===== config.mk =====
export PLATFORM = sky130hd
export DESIGN_NAME = dma16_bus_master
export DESIGN_NICKNAME = d
export VERILOG_FILES = /design/src/rtl/dma16_bus_master.sv
export SDC_FILE = /design/constraint.sdc
export NUM_CORES = 1
export LEC_CHECK = 0
export BUFFER_PORTS_ARGS = -buffer_cell sky130_fd_sc_hd__clkbuf_2
export CAP_MARGIN = 15
export CORE_ASPECT_RATIO = 1.75
export CORE_UTILIZATION = 35
export CTS_CLUSTER_SIZE = 24
export DETAILED_ROUTE_END_ITERATION = 7
export PLACE_DENSITY_LB_ADDON = 0.15
export SYNTH_ARGS = -nofsm -noshare
export SYNTH_HDL_FRONTEND = slang
export SYNTH_SLANG_ARGS = --single-unit

===== constraint.sdc =====
create_clock -name clk -period 8 [get_ports clk]
set_clock_uncertainty 0.2 [all_clocks]
set_input_delay 0 -clock clk [delete_from_list [all_inputs] [get_ports clk]]
set_output_delay 0 -clock clk [all_outputs]
set_load 0.1 [all_outputs]

===== src/rtl/dma16_bus_master.sv =====
// dma16_bus_master: block-copy DMA that borrows the CPU16 memory bus via hold/busy.
// Define DMA16_FILL_EN to add the constant-fill mode (fill input).

module dma16_bus_master #(
   parameter int RAM_WAIT = 1,
   parameter int DATA_W   = 16
) (
   input  logic              clk,
   input  logic              reset,
   input  logic              start,
   input  logic [15:0]       src_addr,
   input  logic [15:0]       dst_addr,
   input  logic [15:0]       count,
`ifdef DMA16_FILL_EN
   input  logic              fill,
`endif
   output logic              hold,
   input  logic              busy,
   output logic              bus_grant,
   output logic [15:0]       address,
   input  logic [DATA_W-1:0] data_in,
   output logic [DATA_W-1:0] data_out,
   output logic              write,
   output logic              active,
   output logic              done
);

   localparam int WW = (RAM_WAIT > 0) ? $clog2(RAM_WAIT + 1) : 1;
   localparam logic [WW-1:0] WAIT_LAST = WW'(RAM_WAIT);

   typedef enum logic [2:0] {
      S_IDLE,
      S_REQ,
      S_READ,
      S_WRITE,
      S_NEXT,
      S_DONE
   } state_t;

   state_t            state_q;
   logic [15:0]       src_q;
   logic [15:0]       dst_q;
   logic [15:0]       cnt_q;
   logic [15:0]       src_d;
   logic [15:0]       dst_d;
   logic [15:0]       cnt_d;
   logic [WW-1:0]     wait_q;
   logic [DATA_W-1:0] word_q;
   logic [15:0]       addr_q;
   logic              hold_q;
   logic              grant_q;
   logic              write_q;
   logic              active_q;
   logic              done_q;
   logic              fill_q;

`ifndef DMA16_FILL_EN
   assign fill_q = 1'b0;
`endif

   // In fill mode the source register holds the constant, so it never advances.
   always_comb begin
      src_d = fill_q ? src_q : src_q + 16'd1;
      dst_d = dst_q + 16'd1;
      cnt_d = cnt_q - 16'd1;
   end

   always_ff @(posedge clk or posedge reset) begin
      if (reset) begin
         state_q  <= S_IDLE;
         src_q    <= '0;
         dst_q    <= '0;
         cnt_q    <= '0;
         wait_q   <= '0;
         word_q   <= '0;
         addr_q   <= '0;
         hold_q   <= 1'b0;
         grant_q  <= 1'b0;
         write_q  <= 1'b0;
         active_q <= 1'b0;
         done_q   <= 1'b0;
`ifdef DMA16_FILL_EN
         fill_q   <= 1'b0;
`endif
      end else begin
         unique case (state_q)
            S_IDLE, S_DONE: begin
               done_q  <= 1'b0;
               state_q <= S_IDLE;
               if (start) begin
                  if (count != 16'd0) begin
                     src_q    <= src_addr;
                     dst_q    <= dst_addr;
                     cnt_q    <= count;
`ifdef DMA16_FILL_EN
                     fill_q   <= fill;
`endif
                     active_q <= 1'b1;
                     hold_q   <= 1'b1;
                     state_q  <= S_REQ;
                  end else begin
                     done_q <= 1'b1;
                  end
               end
            end
            S_REQ: begin
               if (busy) begin
                  grant_q <= 1'b1;
                  wait_q  <= '0;
                  if (fill_q) begin
                     addr_q  <= dst_q;
                     word_q  <= DATA_W'(src_q);
                     write_q <= 1'b1;
                     state_q <= S_WRITE;
                  end else begin
                     addr_q  <= src_q;
                     state_q <= S_READ;
                  end
               end
            end
            S_READ: begin
               if (wait_q == WAIT_LAST) begin
                  word_q  <= data_in;
                  addr_q  <= dst_q;
                  write_q <= 1'b1;
                  state_q <= S_WRITE;
               end else begin
                  wait_q <= wait_q + WW'(1);
               end
            end
            S_WRITE: begin
               write_q <= 1'b0;
               src_q   <= src_d;
               dst_q   <= dst_d;
               cnt_q   <= cnt_d;
               state_q <= S_NEXT;
            end
            S_NEXT: begin
               wait_q <= '0;
               if (cnt_q == 16'd0) begin
                  hold_q   <= 1'b0;
                  grant_q  <= 1'b0;
                  active_q <= 1'b0;
                  done_q   <= 1'b1;
                  state_q  <= S_DONE;
               end else if (fill_q) begin
                  addr_q  <= dst_q;
                  word_q  <= DATA_W'(src_q);
                  write_q <= 1'b1;
                  state_q <= S_WRITE;
               end else begin
                  addr_q  <= src_q;
                  state_q <= S_READ;
               end
            end
            default: state_q <= S_IDLE;
         endcase
      end
   end

   assign hold      = hold_q;
   assign bus_grant = grant_q;
   assign address   = addr_q;
   assign data_out  = word_q;
   assign write     = write_q;
   assign active    = active_q;
   assign done      = done_q;

endmodule


==> summary.md <==
| Metric | Value |
|---|---|
| Maximum ir drop on the vdd rail | `0.0936 mV` |
| Layout overhead on the synthesized area | `36.8%` |
| Critical Path End | `address[14]$_DFFE_PP0P_` |
| Switching power total | `0.233 mW` |
| Die extent in y | `153 um` |
| Arrival time of data at the critical path endpoint | `3.22 ns` |
| Cell Count Post-Placement | `723` |
| Register bit count reported by yosys | `88` |
| Clock network fraction of total power | `0.456` |
| Cells on worst reg2reg path | `5` |
| Shortest period the worst path allows | `3.24 ns` |
| Area enclosed by the die boundary | `13500 um2` |
| Leakage power figure | `2.65 nW` |
| Startpoint types | `flip-flop` |
| First DRT Iteration DRCs | `204` |
| Class of the tightest hold or removal check | `input port to async pin` |
| Per-cell via count in the routed design | `5.37` |
| Worst slew pin tran | `0.914 ns` |
| Unrepaired setup endpoints after global routing | `false` |
| Power density cells | `161 nW/um2` |
| Data required time of the critical path | `7.98 ns` |
| Number of standard cells after synthesis | `471` |
| Start point of the critical path | `cnt_q[9]$_DFFE_PP0P_` |
| Setup TNS after final layout | `0 ns` |
| Vias in the first global route | `4296` |
| Diode count | `0` |
| Area post-placement | `5200 um2` |
| Total Nets Final | `707` |
| Number of endpoints with negative hold slack in the final report | `0` |
| Post-Synthesis Cell Area | `4540 um2` |
| Estimated wirelength of the detail-placed design | `9.63 mm` |
| Clk pin slew, worst setup/hold paths | `0.07 ns` |
| Sinks on the clock net | `88` |
| Total clock buffers created by CTS | `9` |
| Maximum number of pins on one net before global-route repair | `46` |
| Post-detailed-route DRC marker count | `0` |
| Highest-count cells in the layout ignoring fill and taps | `clkbuf_2, dfrtp_1, dlygate4sd3_1` |
| Number of synthesized flops with an enable pin | `0` |
| Wire length of the first global-routing pass | `21.5 mm` |
| Clock root buffer | `clkbuf_16` |
| Type of the worst setup path | `flip-flop to flip-flop` |
| Initial antenna violation count | `0` |
| Seq/Total Area, Yosys | `0.485` |
| Highest attainable clock frequency | `0.309 GHz` |
| Top-level I/O count | `105` |
| Leading cell type in the layout, fill and taps excluded | `clkbuf_2` |
| Worst setup slack after placement | `4.80 ns` |
| Layout Cells excl Fill | `808` |
| Core ar. | `12600 um2` |
| Die Width | `88.1 um` |
| Proportion of power drawn by flip-flops and latches | `0.450` |
| Port Buffers | `104` |
| Number of warnings reported in the yosys synthesis log | `0` |
| Worst slew slack as a fraction of its limit | `0.389` |
| Layout filler cell count | `1259` |
| Cell internal power dissipation | `0.770 mW` |
| Minimum setup slack among reg-to-reg paths | `4.76 ns` |
| Count of H-tree levels built during CTS | `3` |
| Initial core utilization | `0.362` |
| Worst reg2reg path startpoint | `cnt_q[9]$_DFFE_PP0P_` |
| Crit path capture type | `flip-flop` |
| Syn Nets | `543` |
| Clock tree buffer depth | `2` |
| Share of cells above drive strength 1 | `0.250` |
| Most used flip-flop cell after synthesis | `dfrtp_1` |
| Clock tree from TritonCTS | `built` |
| Maximum capacitance violations | `0` |
| Setup-violating endpoint count in the final report | `0` |
| Aggregate routed wire length | `13.5 mm` |
| Antenna Violating Nets Remaining | `0` |
| Total via count after detailed routing | `4338` |
| Total iterations of the first detailed-routing run | `4` |
| Number of unique standard cell types used by synthesis | `62` |
| Slew Viols, Final | `0` |
| Post-layout utilization of the core | `0.494` |
| Share of the cycle needed by the critical path after routing | `0.405` |
| Combinational fraction of design power | `0.094` |
| Sw Ratio | `0.233` |
| Crit-path max FO | `17` |
| Total routing usage reported by global routing | `0.211` |
| Post-detailed-route wirelength per cell | `16.7 um` |
| Final instance area | `6210 um2` |
| Setup Fix Bufs, Post-CTS | `0` |
| Leftover overflow at the end of global routing | `0` |
| Endpoint of the most critical register-to-register path | `address[14]$_DFFE_PP0P_` |
| Setup slack after layout | `4.76 ns` |
| Final weighted congestion of routability-driven global placement | `0.833` |
| Std cell rows | `54` |
| Mean area per synthesized cell | `9.65 um2` |
| Async S/R FF share, synth | `1.00` |
| Status | `completed` |
| Clock Latency Late Sink | `0.34 ns` |
[power groups by stage]
stage / registers (mW) / clock network, mW / logic (mW)
final: 0.451 / 0.458 / 0.0943
after floorplan: 0.490 / 0 / 0.0111
after global routing: 0.451 / 0.484 / 0.101
after global placement: 0.459 / 0 / 0.0695
after detailed placement: 0.459 / 0 / 0.0698
after CTS: 0.451 / 0.469 / 0.0955
[worst max-delay path, stage by stage (launching register included)]
cell and delay [ns]:
dfrtp_1 0.44, or4_2 0.70, or4_4 0.48, nor3_4 0.53, or2_1 0.53, o21ai_0 0.20
[through the flow]
stage / total power [mW] / hold slack (ns)
final: 1.00 / 0.130
after global placement: 0.529 / -0.0600
after floorplan: 0.501 / -0.0843
after detailed placement: 0.529 / -0.0507
after CTS: 1.02 / 0.137
after global routing: 1.04 / 0.196
[metal layers]
layer  GRT usage  part of all wire
met1       0.236              0.39
met2       0.378              0.55
met3      0.0325             0.037
met4       0.101             0.027
met5           0                 0
[timing repair]
| item | in CTS | in global routing |
|---|---|---|
| hold buffers | 69 | 0 |
| gates resized for setup | 0 | 0 |
| hold endpoints to repair | 111 | 0 |
[synth_stat cells, drive strengths merged (5+ instances only)]
cell | n | area [um2]
dfrtp | 88 | 2200
o21ai | 50 | 250
nor2 | 41 | 154
nand2 | 39 | 146
nand3 | 25 | 125
a21oi | 22 | 110
clkbuf | 21 | 78.8
mux2i | 19 | 190
mux2 | 16 | 180
nor3 | 16 | 96.4
a211oi | 10 | 75.1
nand4 | 10 | 62.6
o211ai | 10 | 75.1
nor4 | 9 | 56.3
inv | 8 | 30.0
buf | 7 | 56.3
nand2b | 7 | 43.8
or4 | 6 | 55.1
o31a | 5 | 45.0
[registers in the layout, indices dropped and copies added (netlist names)]
name       count
done           1
state_q        3
data_out      16
wait_q         1
dst_q         16
address       16
active         1
cnt_q         16
bus_grant      1
write          1
src_q         16
[cells by family after synthesis]
logic type / synth area share
buffers and inverters: 0.0364
flip-flops: 0.485
XOR/XNOR: 0.00193
AND/OR/NAND/NOR: 0.200
AO/OA/AOI/OAI: 0.185
multiplexers: 0.0815
adder cells (fa/ha/maj): 0.0110
[cell type report]
| class | instances | area [um2] | area share |
|---|---|---|---|
| Sequential cell | 88 | 2200 | 0.354 |
| Timing Repair Buffer | 181 | 1270 | 0.205 |
| Tap cell | 168 | 210 | 0.0338 |
| Clock buffer | 11 | 243 | 0.0391 |
| Inverter | 8 | 31.3 | 0.00503 |
| Multi-Input combinational cell | 347 | 2180 | 0.350 |
| Clock inverter | 5 | 80.1 | 0.0129 |
[worst min-delay path by stage]
stage                         start                       end  slack [ns]  cells past startpoint
after floorplan           count[10]     cnt_q[10]$_DFFE_PP0P_       -0.08                      2
after global placement        reset   data_out[2]$_DFFE_PP0P_       -0.06                      2
after detailed placement      reset   data_out[9]$_DFFE_PP0P_       -0.05                      2
after CTS                     reset   data_out[9]$_DFFE_PP0P_        0.14                      3
after global routing          reset  data_out[10]$_DFFE_PP0P_        0.20                      3
final                         reset   data_out[9]$_DFFE_PP0P_        0.13                      3
No activity file was read; power rests on OpenSTA's default activity.
